`src/rtl/handshake_const_sink_if.sv`:
```
// Valid/ready bundle for the constant sink: data token in, dataless control token out.
// The slave modport is the sink itself; the master modport drives it.
interface handshake_const_sink_if #(
  parameter int unsigned DATA_WIDTH = 24
);
  logic [DATA_WIDTH-1:0] ins;
  logic                  ins_valid;
  logic                  ins_ready;
  logic                  outs_valid;
  logic                  outs_ready;

  modport master (
    output ins,
    output ins_valid,
    input  ins_ready,
    input  outs_valid,
    output outs_ready
  );

  modport slave (
    input  ins,
    input  ins_valid,
    output ins_ready,
    output outs_valid,
    input  outs_ready
  );
endinterface

```
`src/rtl/handshake_const_sink.sv`:
```
// Terminator that checks each accepted token against a constant and re-emits a dataless token via a 2-deep elastic buffer.
// Optional CONST_SINK_DROP_MISMATCH_EN: mismatching tokens are consumed without emitting a control token.
module handshake_const_sink #(
  parameter int unsigned          DATA_WIDTH = 24,
  parameter logic [DATA_WIDTH-1:0] EXPECTED  = DATA_WIDTH'(24'hFD652C),
  parameter int unsigned          CNT_WIDTH  = 16
) (
  input  logic                  clk,
  input  logic                  rst,
  handshake_const_sink_if.slave bus,
  output logic [CNT_WIDTH-1:0]  match_cnt,
  output logic [CNT_WIDTH-1:0]  mismatch_cnt,
  output logic                  mismatch_sticky,
  output logic [DATA_WIDTH-1:0] first_bad
);

  localparam int unsigned          OCC_WIDTH = 2;
  localparam logic [OCC_WIDTH-1:0] OCC_EMPTY = OCC_WIDTH'(0);
  localparam logic [OCC_WIDTH-1:0] OCC_ONE   = OCC_WIDTH'(1);
  localparam logic [OCC_WIDTH-1:0] OCC_FULL  = OCC_WIDTH'(2);
  localparam logic [CNT_WIDTH-1:0] CNT_MAX   = '1;
  localparam logic [CNT_WIDTH-1:0] CNT_ONE   = CNT_WIDTH'(1);

  logic [OCC_WIDTH-1:0]  occ_q, occ_d;
  logic                  ins_ready_q, outs_valid_q;
  logic [CNT_WIDTH-1:0]  match_q, match_d;
  logic [CNT_WIDTH-1:0]  mismatch_q, mismatch_d;
  logic                  sticky_q, sticky_d;
  logic [DATA_WIDTH-1:0] first_bad_q, first_bad_d;

  logic accept, pop, hit, push;

  // Handshake decode and next-state for buffer occupancy and statistics
  always_comb begin
    accept      = bus.ins_valid & ins_ready_q;
    pop         = outs_valid_q & bus.outs_ready;
    hit         = (bus.ins == EXPECTED);
`ifdef CONST_SINK_DROP_MISMATCH_EN
    push        = accept & hit;
`else
    push        = accept;
`endif
    occ_d       = occ_q;
    match_d     = match_q;
    mismatch_d  = mismatch_q;
    sticky_d    = sticky_q;
    first_bad_d = first_bad_q;

    unique case ({push, pop})
      2'b10:   occ_d = occ_q + OCC_ONE;
      2'b01:   occ_d = occ_q - OCC_ONE;
      default: occ_d = occ_q;
    endcase

    // Saturating counters; first miss latches its value once
    if (accept) begin
      if (hit) begin
        if (match_q != CNT_MAX) match_d = match_q + CNT_ONE;
      end else begin
        if (mismatch_q != CNT_MAX) mismatch_d = mismatch_q + CNT_ONE;
        if (!sticky_q) begin
          sticky_d    = 1'b1;
          first_bad_d = bus.ins;
        end
      end
    end
  end

  // Handshake flags are flopped from the next occupancy so neither depends combinationally on outs_ready
  always_ff @(posedge clk or negedge rst) begin
    if (!rst) begin
      occ_q        <= OCC_EMPTY;
      ins_ready_q  <= 1'b1;
      outs_valid_q <= 1'b0;
      match_q      <= '0;
      mismatch_q   <= '0;
      sticky_q     <= 1'b0;
      first_bad_q  <= '0;
    end else begin
      occ_q        <= occ_d;
      ins_ready_q  <= (occ_d != OCC_FULL);
      outs_valid_q <= (occ_d != OCC_EMPTY);
      match_q      <= match_d;
      mismatch_q   <= mismatch_d;
      sticky_q     <= sticky_d;
      first_bad_q  <= first_bad_d;
    end
  end

  assign bus.ins_ready   = ins_ready_q;
  assign bus.outs_valid  = outs_valid_q;
  assign match_cnt       = match_q;
  assign mismatch_cnt    = mismatch_q;
  assign mismatch_sticky = sticky_q;
  assign first_bad       = first_bad_q;

endmodule

```
`src/flat_wrapper.sv`:
```
// flat-port wrapper written by rule: the top's interface ports become plain ports
module handshake_const_sink_flat 
#(
  parameter int unsigned          DATA_WIDTH = 24,
  parameter logic [DATA_WIDTH-1:0] EXPECTED  = DATA_WIDTH'(24'hFD652C),
  parameter int unsigned          CNT_WIDTH  = 16
)
  (clk, rst, match_cnt, mismatch_cnt, mismatch_sticky, first_bad, bus_ins, bus_ins_valid, bus_ins_ready, bus_outs_valid, bus_outs_ready);
  handshake_const_sink_if #(.DATA_WIDTH(DATA_WIDTH)) bus_i ();
  input  logic clk;
  input  logic rst;
  output logic [CNT_WIDTH-1:0] match_cnt;
  output logic [CNT_WIDTH-1:0] mismatch_cnt;
  output logic mismatch_sticky;
  output logic [DATA_WIDTH-1:0] first_bad;
  input wire logic [$bits(bus_i.ins)-1:0] bus_ins;
  input wire logic [$bits(bus_i.ins_valid)-1:0] bus_ins_valid;
  output wire logic [$bits(bus_i.ins_ready)-1:0] bus_ins_ready;
  output wire logic [$bits(bus_i.outs_valid)-1:0] bus_outs_valid;
  input wire logic [$bits(bus_i.outs_ready)-1:0] bus_outs_ready;
  assign bus_i.ins = bus_ins;
  assign bus_i.ins_valid = bus_ins_valid;
  assign bus_ins_ready = bus_i.ins_ready;
  assign bus_outs_valid = bus_i.outs_valid;
  assign bus_i.outs_ready = bus_outs_ready;
  handshake_const_sink #(.DATA_WIDTH(DATA_WIDTH), .EXPECTED(EXPECTED), .CNT_WIDTH(CNT_WIDTH)) u_core (.clk(clk), .rst(rst), .bus(bus_i), .match_cnt(match_cnt), .mismatch_cnt(mismatch_cnt), .mismatch_sticky(mismatch_sticky), .first_bad(first_bad));
endmodule
```
`config.mk`:
```
export PLATFORM = sky130hd
export DESIGN_NAME = handshake_const_sink_flat
export DESIGN_NICKNAME = d
export VERILOG_FILES = /design/src/rtl/handshake_const_sink_if.sv /design/src/rtl/handshake_const_sink.sv /design/src/flat_wrapper.sv
export SDC_FILE = /design/constraint.sdc
export NUM_CORES = 1
export LEC_CHECK = 0
export BUFFER_PORTS_ARGS = -buffer_cell sky130_fd_sc_hd__buf_2
export CORE_AREA = 2 2 79 81
export DETAILED_ROUTE_END_ITERATION = 6
export DIE_AREA = 0 0 81 83
export GPL_ROUTABILITY_DRIVEN = 0
export GPL_TIMING_DRIVEN = 0
export PLACE_DENSITY = 0.78
export SLEW_MARGIN = 20
export SYNTH_ARGS = -nofsm -noshare
export SYNTH_HDL_FRONTEND = slang
export SYNTH_SLANG_ARGS = --single-unit
```
`constraint.sdc`:
```
create_clock -name clk -period 3.5 [get_ports clk]
set_input_delay 0.35 -clock clk [delete_from_list [all_inputs] [get_ports clk]]
set_output_delay 0.35 -clock clk [all_outputs]
set_load 0.01 [all_outputs]
```
== Yosys cells after proc, flatten, opt, wreduce, memory -nomap -nowiden ==
Index checks and enable logic that the tools add are counted.

* Flip-flop bits (word level): 61
* Bits of input ports: 28
* Output and inout port bits: 59
* Word-level logic and storage cells: 27

* Add/subtract/negate cells: 4
* Equality and inequality tests: 6
* Mux-type cells: 1
* Bitwise gates (word level): 4
* Reduce and logical (&&, ||, !) cells: 5

{| class="wikitable"
|+ Operators by type and width
! kind !! number
|-
| $add A16 B1 Y16 const B || 2
|-
| $ne A16 B16 Y1 const B || 2
|-
| $eq A24 B24 Y1 const B || 1
|-
| $reduce_and A3 Y1 || 3
|-
| $pmux W2 S2 || 1
|-
| $add A2 B1 Y2 const B || 1
|-
| $and A1 B1 Y1 || 2
|-
| $eq A2 B1 Y1 const B || 1
|-
| $eq A2 B2 Y1 const B || 1
|-
| $ne A2 B2 Y1 const B || 1
|-
| $not A1 Y1 || 2
|-
| $reduce_and A2 Y1 || 1
|-
| $reduce_bool A2 Y1 || 1
|-
| $sub A2 B1 Y2 const B || 1
|}

== Longest topological paths before layout ==
Gate-level depths: netlist of run 1.

* Depth after elaboration: 4
* Mapped depth: 7
* Gate-level depth less buffers: 6

== Worst setup path before layout of run 1 ==
No wires, ideal clock.

* Path type: flip-flop to flip-flop
* From: register u_core.match_q[0], in the netlist u_core.match_cnt[0]
* To: register u_core.match_q[1], in the netlist u_core.match_cnt[1]
* Setup time: 0.125 ns
* Arrival: 1.733 ns
* Required time: 3.375 ns
* Path slack: 1.642 ns
* Stages on the path, launching flop included: 6
* Buffers on the path: 0
* Period minus slack after synthesis: 1.858 ns
* Path through: dfrtp_1 ha_1 nand2_1 or4_4 o21ai_2 mux2_2

* Word-level cells in the longest chain between the ends: 2
* Elaborated cells on any way between the ends: 3
* Classes of those cells: 1 x add/sub; 1 x eq/ne; 1 x reduce/logical

{| class="wikitable"
|+ Ends and longest elaborated chain
! what !! line !! text
|-
| start: declaration || handshake_const_sink.sv:26 || <nowiki>logic [CNT_WIDTH-1:0] match_q, match_d;</nowiki>
|-
| start signal: assignment || handshake_const_sink.sv:83 || <nowiki>match_q <= match_d;</nowiki>
|-
| branches (longest 2 deep; another with $add A16 B1 Y16) || -- ||
|}

Several ways; the timed one is not identified.
A chain may end at the register's enable or synchronous reset.

== Worst setup path after layout of run 1 ==
* From: register u_core.match_q[1], in the netlist u_core.match_cnt[1]
* To: register u_core.match_q[1], in the netlist u_core.match_cnt[1]

The elaborated chain is that of the path after synthesis.

==> impl_metrics.csv, run 1 <==
group,metric,value,unit
outcome,status,"complete, no violations",
setup_path,path_class,"flip-flop to flip-flop",
setup_path,cp_data_required_time,3710,ps
final_layout,area_growth,25.39,%
pwr,ir_worst_vdd,0.3997,mV
sta,timing.final.crit_share,55.93,%
yosys,ys_warn_count,0,
floorplanning,dieArea,6723,um2
clock_network,cts_tree,"built",
clock_network,cts_inserted_buffers,9,
final_layout,design_area,3547,um2
placed_design,place_area,3356,um2
pwr,pwr_density_cell,533.4,nW/um2
routing,drc,0,
final_layout,layout_common_cells,"buf_2, dfrtp_1, nand3_1",
setup_path,critPathMaxFanout,6,
yosys,ys_top_cells_by_area,"dfrtp_1, mux2_4, xor2_1",
sta,finalSetupViolations,0,
floorplanning,ioPinCount,87,
yosys,synth_area,2829,um2
final_layout,final_common_cell,"buf_2",
sta,clock_skew,7.473,ps
clock_network,root_buffer,"clkbuf_8",
pwr,fin_total_pwr,1.892,mW
clock_network,htree_num_levels,3,
global_routing,grt_pass1_wl,9.549,mm
placed_design,hpwl,4.310,mm
sta,finalHoldViolations,0,
clock_network,cts_hold_buf,0,
yosys,syn-mean-instance-area,12.63,um2
floorplanning,rows,28,
sta,finalSetupTns,0,ps
clock_network,cts_max_path_buffers,2,
final_layout,num_antenna_cells,0,
clock_network,cts_resized,0,
yosys,seq_area_frac_synth,54.00,%
sta,grt_setup_unrepaired,"no",
routing,num_vias,2053,
clock_network,cts_sinks,61,
yosys,postSynthCellCount,224,
routing,drt-vias-per-instance,5.120,
sta,worst_pin_slew,752.9,ps
global_routing,grt_max_degree,62,
sta,max_freq,510.8,MHz
final_layout,finalNonFillerCells,401,
setup_path,worstPathArrival,2170,ps
yosys,ys_ff_latch,61,
yosys,syn_nets,255,
worst_hold_path,hold_path_class,"primary input to asynchronous set/reset pin",
setup_path,worst_setup_path_start_kind,"flip-flop",
global_routing,antenna_found_initial,0,
global_routing,grt-ovfl-total,0,
floorplanning,fp.dieW,81,um
setup_path,critPathCaptureType,"flip-flop",
yosys,synth_edf_count,0,
routing,drt_iter0_drc,75,
routing,wire_per_inst,14.62,um
yosys,synth-main-ff-cell,"dfrtp_1",
sta,slew_headroom,49.81,%
job,cap_violations,0,
clock_network,cts.clk_slew.worst_paths,70,ps
final_layout,drive_gt1_share,43.87,%
floorplanning,coreArea,5816,um2
routing,drt_wl_total,5.863,mm
yosys,async_flop_share,100.0,%
yosys,synth_top_area_share,53.07,%
placed_design,io_buffer_count,86,
clock_network,cts_setup_buffers,0,
floorplanning,start_util,48.64,%
final_layout,nets,352,
yosys,synthDistinctLibCells,36,
routing,dr.pass1.iters,4,
global_routing,grt_pass1_vias,2066,
routing,ant_nets,0,
yosys,synth_top_area_cell,"dfrtp_1",
clock_network,insertion_delay,330,ps
sta,slew_violations,0,
sta,min_period,1958,ps
placed_design,dp_cells,385,
final_layout,utilization,60.99,%
floorplanning,die_y,83,um
global_routing,grt_use_total,18.16,%
pwr,p_leak,1.769,nW
## cells by family (layout without fill, tap and decap cells)
logic type	after synthesis	in the layout	share of synthesized area [%]
buffers and inverters	7	109	1.813
AOI/OAI and AO/OA	3	3	1.239
muxes	28	28	13.27
adders and majority gates	3	3	1.327
xor gates and xnor gates	31	31	9.598
and+or+nand+nor	91	91	18.75
DFF	61	61	54.00
## flip-flops by register name (all words and copies together) (netlist names)
| signal | count |
|---|---|
| u_core.first_bad | 24 |
| u_core.match_cnt | 16 |
| u_core.mismatch_cnt | 16 |
| u_core.occ_q | 2 |
| u_core.bus.ins_ready | 1 |
| u_core.bus.outs_valid | 1 |
| u_core.mismatch_sticky | 1 |
## report_power, final
part	internal, mW	switching, mW
Sequential	0.817	0.0813
Clock	0.334	0.255
Combinational	0.201	0.204
Total	1.35	0.540
## through the flow
| stage | hold slack (ps) | setup WS (ps) |
|---|---|---|
| finish | 87.38 | 1542 |
| detailed placement | 465.2 | 1458 |
| global route | 162.0 | 1448 |
| CTS | 111.4 | 1544 |
| global placement | 466.4 | 1463 |
| floorplan | 54.41 | 1642 |
## layout make-up
| class | count | area (um2) |
|---|---|---|
| Fill cell | 501 | 2268 |
| Sequential cell | 61 | 1528 |
| Multi-Input combinational cell | 156 | 1250 |
| Timing Repair Buffer | 86 | 432.9 |
| Clock buffer | 15 | 186.4 |
| Tap cell | 75 | 93.84 |
| Buffer | 5 | 43.79 |
| Inverter | 2 | 7.507 |
| Clock inverter | 1 | 5.005 |
## routing by layer
| layer | track usage (%) | vias up | part of all wire [%] |
|---|---|---|---|
| met5 | 0 | - | 0 |
| met4 | 8.320 | 0 | 1.6 |
| met3 | 4.130 | 8 | 4.7 |
| met2 | 29.53 | 52 | 48 |
| met1 | 22.73 | 1004 | 45 |
| li1 | - | 989 | - |
## path summary, 6_finish.rpt
kind / from / to / slack [ps] / cells after the start
setup reg to reg: u_core.match_cnt[1] / u_core.match_cnt[1] / 1540 / 5
min in group clk: bus_ins[17] / u_core.first_bad[17] / 260 / 2
max in group asynchronous: rst / u_core.match_cnt[5] / 2910 / 1
hold / removal: rst / u_core.mismatch_cnt[0] / 90 / 1
setup / recovery: u_core.match_cnt[1] / u_core.match_cnt[1] / 1540 / 5
hold reg to reg: u_core.occ_q[1] / u_core.occ_q[1] / 480 / 1
## critical path, stage by stage, from the launching register on
cell and delay [ps]:
dfrtp_1 410, ha_1 210, nand2_1 150, or4_4 530
o21ai_2 190, mux2_2 350
## Yosys cell counts, types with 3 or more instances
master / number
and3_1: 3
buf_6: 3
dfrtp_1: 60
ha_1: 3
mux2_2: 10
mux2_4: 16
nand2_1: 15
nand2b_1: 3
nand3_1: 20
nand4_1: 7
nor2_1: 10
nor3_1: 12
nor4_1: 3
xnor2_1: 15
xor2_1: 16
(Power assumes the default switching activity.)
==> run 2, diff against run 1 <==
Clock period 3.5 ns to 2 ns, I/O delays scaled along.
==> impl_metrics.csv, run 2 (synthesized netlist as in run 1, its figures left out) <==
group,metric,value,unit
outcome,status,"complete, no violations",
clock_network,root_buffer,"clkbuf_8",
floorplanning,dieArea,6723,um2
setup_path,cp_slowest_cell,"or4_4",
pwr,p_leak,1.784,nW
routing,drt_wl_total,5.927,mm
placed_design,hpwl,4.310,mm
placed_design,place_area,3356,um2
final_layout,nets,355,
sta,holdWs,115.4,ps
sta,slew_headroom,50.05,%
clock_network,cts.clk_slew.worst_paths,60,ps
final_layout,finalNonFillerCells,404,
routing,dr.pass1.iters,4,
clock_network,insertion_delay,320,ps
setup_path,ff2ff_setup_slack,100,ps
worst_hold_path,hold_path_class,"primary input to flip-flop",
final_layout,num_antenna_cells,0,
sta,worst_pin_slew,749.3,ps
pwr,ir_worst_vdd,0.6989,mV
routing,num_vias,2085,
routing,ant_nets,0,
final_layout,fillers,498,
clock_network,htree_num_levels,3,
pwr,fin_total_pwr,3.312,mW
setup_path,worstPathArrival,2110,ps
final_layout,area_growth,26.67,%
final_layout,design_area,3583,um2
final_layout,utilization,61.62,%
final_layout,multi_input_area,1259,um2
global_routing,grt_use_total,18.16,%
routing,drc,0,
setup_path,path_delay_family,"simple AND/OR/NAND/NOR gates",
setup_path,worst-r2r-cell-count,5,
floorplanning,ioPinCount,87,
sta,grt_setup_unrepaired,"no",
final_layout,layout.area.seq,1528,um2
global_routing,grt-ovfl-total,0,
clock_network,cts_sinks,61,
worst_hold_path,hold_start,"bus_ins[17]",
setup_path,path_buf_inv,0,
routing,drt-vias-per-instance,5.161,
job,cap_violations,0,
setup_path,critPathCaptureType,"flip-flop",
floorplanning,start_util,48.64,%
global_routing,antenna_found_initial,0,
floorplanning,die_y,83,um
floorplanning,coreArea,5816,um2
pwr,pwr_density_cell,924.2,nW/um2
global_routing,grt_pass1_vias,2066,
clock_network,cts_inserted_buffers,9,
placed_design,io_buffer_count,86,
floorplanning,fp.dieW,81,um
sta,timing.final.crit_share,95.13,%
sta,setup_ws,97.40,ps
setup_path,reg2reg_to,"u_core.match_cnt[1]",
setup_path,cp_data_required_time,2210,ps
global_routing,grt_max_degree,62,
setup_path,critPathMaxFanout,6,
routing,wire_per_inst,14.67,um
setup_path,path_class,"flip-flop to flip-flop",
sta,finalSetupViolations,0,
setup_path,cpPeakStageDelay,510,ps
global_routing,grt_pass1_wl,9.549,mm
setup_path,r2r-start,"u_core.match_cnt[0]",
placed_design,post-place-ws,64.72,ps
sta,min_period,1903,ps
clock_network,cts_max_path_buffers,2,
setup_path,worst_setup_path_start_kind,"flip-flop",
sta,clock_skew,7.451,ps
worst_hold_path,holdPathStages,2,
placed_design,dp_cells,385,
final_layout,final_common_cell,"buf_2",
final_layout,largest_reg_flops,24,
final_layout,drive_gt1_share,44.68,%
sta,finalSetupTns,0,ps
clock_network,cts_tree,"built",
setup_path,path_cells,"ha_1 > nand2_2 > or4_4 > o21ai_2 > mux2_2",
sta,finalHoldViolations,0,
sta,max_freq,525.6,MHz
worst_hold_path,hold_end,"u_core.first_bad[17]",
routing,drt_iter0_drc,74,
final_layout,layout_common_cells,"buf_2, dfrtp_1, nand3_1",
sta,slew_violations,0,
floorplanning,rows,28,
[run 2: worst max path at each step]
stage,start,end,cells after the start
detailed placement,u_core.match_cnt[0],u_core.match_cnt[1],5
finish,u_core.match_cnt[0],u_core.match_cnt[1],5
floorplan,u_core.match_cnt[0],u_core.match_cnt[1],5
global placement,u_core.match_cnt[0],u_core.match_cnt[1],5
global route,u_core.mismatch_cnt[0],u_core.mismatch_cnt[7],7
CTS,u_core.match_cnt[0],u_core.match_cnt[1],5
[run 2: metal layers]
layer  global-route usage, %  part of all wire, %  vias up
met1                   22.73                   45     1024
met2                   29.53                   49       54
li1                        -                    -      999
met5                       0                    0        -
met3                   4.130                  4.7        8
met4                   8.320                  1.5        0
[run 2: cell type report]
type | count | share of cell area [%]
Inverter | 2 | 0.2095
Multi-Input combinational cell | 156 | 35.13
Clock inverter | 1 | 0.1397
Tap cell | 75 | 2.619
Buffer | 5 | 1.292
Timing Repair Buffer | 89 | 12.78
Sequential cell | 61 | 42.63
Clock buffer | 15 | 5.203
[run 2: repair_timing]
| action | 4_1_cts | 5_1_grt |
|---|---|---|
| endpoints found under the setup margin | 0 | 8 |
| hold buffers | 1 | 0 |
| hold endpoints to repair | 60 | 0 |
| buffers inserted | 0 | 2 |
| gates resized for setup | 0 | 4 |
[run 2: power by group]
group / internal [mW] / switching (mW)
Clock: 0.585 / 0.446
Sequential: 1.43 / 0.141
Combinational: 0.353 / 0.357
==> run 3, diff against run 2 <==
Settings changed: CELL_PAD_IN_SITES_DETAIL_PLACEMENT set to 1, CELL_PAD_IN_SITES_GLOBAL_PLACEMENT set to 2, CORE_AREA 2 2 79 81 to 2 2 96 98, DIE_AREA 0 0 81 83 to 0 0 98 100, PLACE_DENSITY 0.78 to 0.8.
==> impl_metrics.csv, run 3 (synthesized netlist as in run 1, its figures left out) <==
group,metric,value,unit
floorplanning,fp.dieW,98,um
clock_network,cts_max_path_buffers,2,
pwr,pwr_density_cell,1002,nW/um2
floorplanning,coreArea,8890,um2
final_layout,finalNonFillerCells,439,
pwr,switching_share,26.93,%
final_layout,area_growth,31.27,%
clock_network,insertion_delay,350,ps
pwr,p_leak,1.812,nW
routing,dr.pass1.iters,4,
clock_network,cts.clk_slew.worst_paths,70,ps
setup_path,cp_data_required_time,2230,ps
global_routing,grt_pass1_vias,2248,
setup_path,reg2reg_to,"u_core.match_cnt[1]",
sta,timing.final.crit_share,95.25,%
pwr,combPwrFrac,19.4,%
placed_design,dp_cells,422,
floorplanning,start_util,31.82,%
global_routing,grt_use_total,14.48,%
final_layout,final_common_cell,"buf_2",
placed_design,hpwl,4.890,mm
setup_path,worst_setup_path_start_kind,"flip-flop",
global_routing,antenna_found_initial,0,
clock_network,cts_inserted_buffers,9,
clock_network,htree_num_levels,3,
setup_path,ff2ff_setup_slack,90,ps
routing,drt_wl_total,6.756,mm
worst_hold_path,holdPathStages,2,
outcome,status,"complete, no violations",
routing,wire_per_inst,15.39,um
setup_path,path_delay_family,"simple AND/OR/NAND/NOR gates",
final_layout,drive_gt1_share,45.73,%
placed_design,io_buffer_count,86,
floorplanning,ioPinCount,87,
sta,finalHoldViolations,0,
final_layout,design_area,3714,um2
sta,worst_pin_slew,324.8,ps
clock_network,root_buffer,"clkbuf_8",
final_layout,fillers,980,
setup_path,critPathMaxFanout,6,
final_layout,largest_reg_flops,24,
floorplanning,dieArea,9800,um2
setup_path,r2r-start,"u_core.match_cnt[1]",
floorplanning,die_y,100,um
routing,ant_nets,0,
setup_path,worst-r2r-cell-count,5,
final_layout,num_antenna_cells,0,
global_routing,grt_pass1_wl,11.25,mm
placed_design,place_area,3428,um2
setup_path,path_class,"flip-flop to flip-flop",
clock_network,cts_tree,"built",
setup_path,cp_slowest_cell,"or4_4",
pwr,ir_worst_vdd,0.5617,mV
pwr,power_frac_clock,38.3,%
worst_hold_path,hold_start,"bus_ins[18]",
sta,min_period,1905,ps
sta,slew_headroom,78.25,%
setup_path,path_cells,"ha_2 > nand2_2 > or4_4 > o21ai_2 > mux2_2",
pwr,p_seq_share,42.3,%
worst_hold_path,hold_end,"u_core.first_bad[18]",
routing,drc,0,
setup_path,cpPeakStageDelay,510,ps
routing,drt-vias-per-instance,4.788,
routing,num_vias,2102,
sta,clock_skew,9.587,ps
sta,slew_violations,0,
sta,max_freq,524.9,MHz
pwr,switchingPower,1.002,mW
job,cap_violations,0,
pwr,internal_power,2.720,mW
setup_path,worstPathArrival,2140,ps
sta,finalSetupViolations,0,
sta,grt_setup_unrepaired,"no",
global_routing,grt_max_degree,44,
floorplanning,rows,35,
global_routing,grt-ovfl-total,0,
final_layout,nets,354,
setup_path,critPathCaptureType,"flip-flop",
setup_path,path_buf_inv,0,
routing,drt_iter0_drc,43,
clock_network,cts_sinks,61,
final_layout,layout_common_cells,"buf_2, dfrtp_1, nand3_1",
worst_hold_path,hold_path_class,"primary input to flip-flop",
## run 3: changes by cell type in the layout (fill, tap and decap cells not counted)
cell       previous run  this run
dfrtp_1              60        59
and4_2                1         2
ha_1                  3         2
clkbuf_1              2         1
buf_16                0         1
clkinv_2              1         0
bufinv_16             0         3
clkbuf_8             13        12
and4_1                1         0
ha_2                  0         1
buf_4                 4         2
dfrtp_2               0         1
## run 3: worst max path at each step
stage	from	end	slack [ps]	cells past startpoint
after global routing	u_core.mismatch_cnt[0]	u_core.mismatch_cnt[2]	1	7
after detailed placement	u_core.match_cnt[0]	u_core.match_cnt[1]	-4	5
after CTS	u_core.match_cnt[1]	u_core.match_cnt[1]	20	5
after floorplan	u_core.match_cnt[0]	u_core.match_cnt[1]	140	5
after global placement	u_core.match_cnt[0]	u_core.match_cnt[1]	10	5
final	u_core.match_cnt[1]	u_core.match_cnt[1]	90	5
## run 3: through the flow
stage / setup WS [ps] / TNS, ps / hold WS (ps) / utilization, % / total power, mW
final: 94.93 / 0 / 96.67 / 41.77 / 3.722
after global routing: 1.135 / 0 / 83.28 / 41.77 / 3.948
after CTS: 15.92 / 0 / 77.77 / 41.60 / 3.796
after detailed placement: -4.305 / -4.305 / 111.4 / 38.56 / 2.333
after global placement: 10.55 / 0 / 445.2 / 38.23 / 2.301
after floorplan: 141.9 / 0 / -95.59 / - / 2.004
## run 3: what timing repair did
action / 4_1_cts / 5_1_grt
gates cloned: 0 / 0
pin swaps: 0 / 0
setup buffers: 0 / 0
setup endpoints to repair: 1 / 10
hold endpoints to repair: 17 / 0
hold buffers: 1 / 0
resized for setup: 1 / 6
## run 3: worst register-to-register path, delay by kind of cell, from the launching register on
family                     cells  cell delay, ps
DFF                            1             420
and+or+nand+nor                2             610
muxes                          1             350
adders and majority gates      1             230
AOI/OAI and AO/OA              1             190
## run 3: per-layer routing
metal	vias up	wire length, um	GRT usage (%)
met5	-	0	0
met4	0	106	4.808
met3	9	377	5.084
met2	57	3129	22.55
met1	1045	3143	18.93
li1	991	-	-
## run 3: layout make-up
cell class	instances	area (um2)	area share, %
Buffer	5	46.29	1.247
Clock buffer	13	168.9	4.549
Clock inverter	3	90.09	2.426
Inverter	2	7.507	0.2022
Multi-Input combinational cell	156	1262	34.00
Sequential cell	61	1529	41.17
Tap cell	111	138.9	3.740
Timing Repair Buffer	88	470.5	12.67
## run 3: power groups by stage
stage / clock network, mW / logic (mW) / registers [mW]
floorplan: 0 / 0.345 / 1.66
global placement: 0 / 0.710 / 1.59
detailed placement: 0 / 0.735 / 1.60
CTS: 1.48 / 0.741 / 1.58
global route: 1.53 / 0.813 / 1.60
finish: 1.43 / 0.724 / 1.57
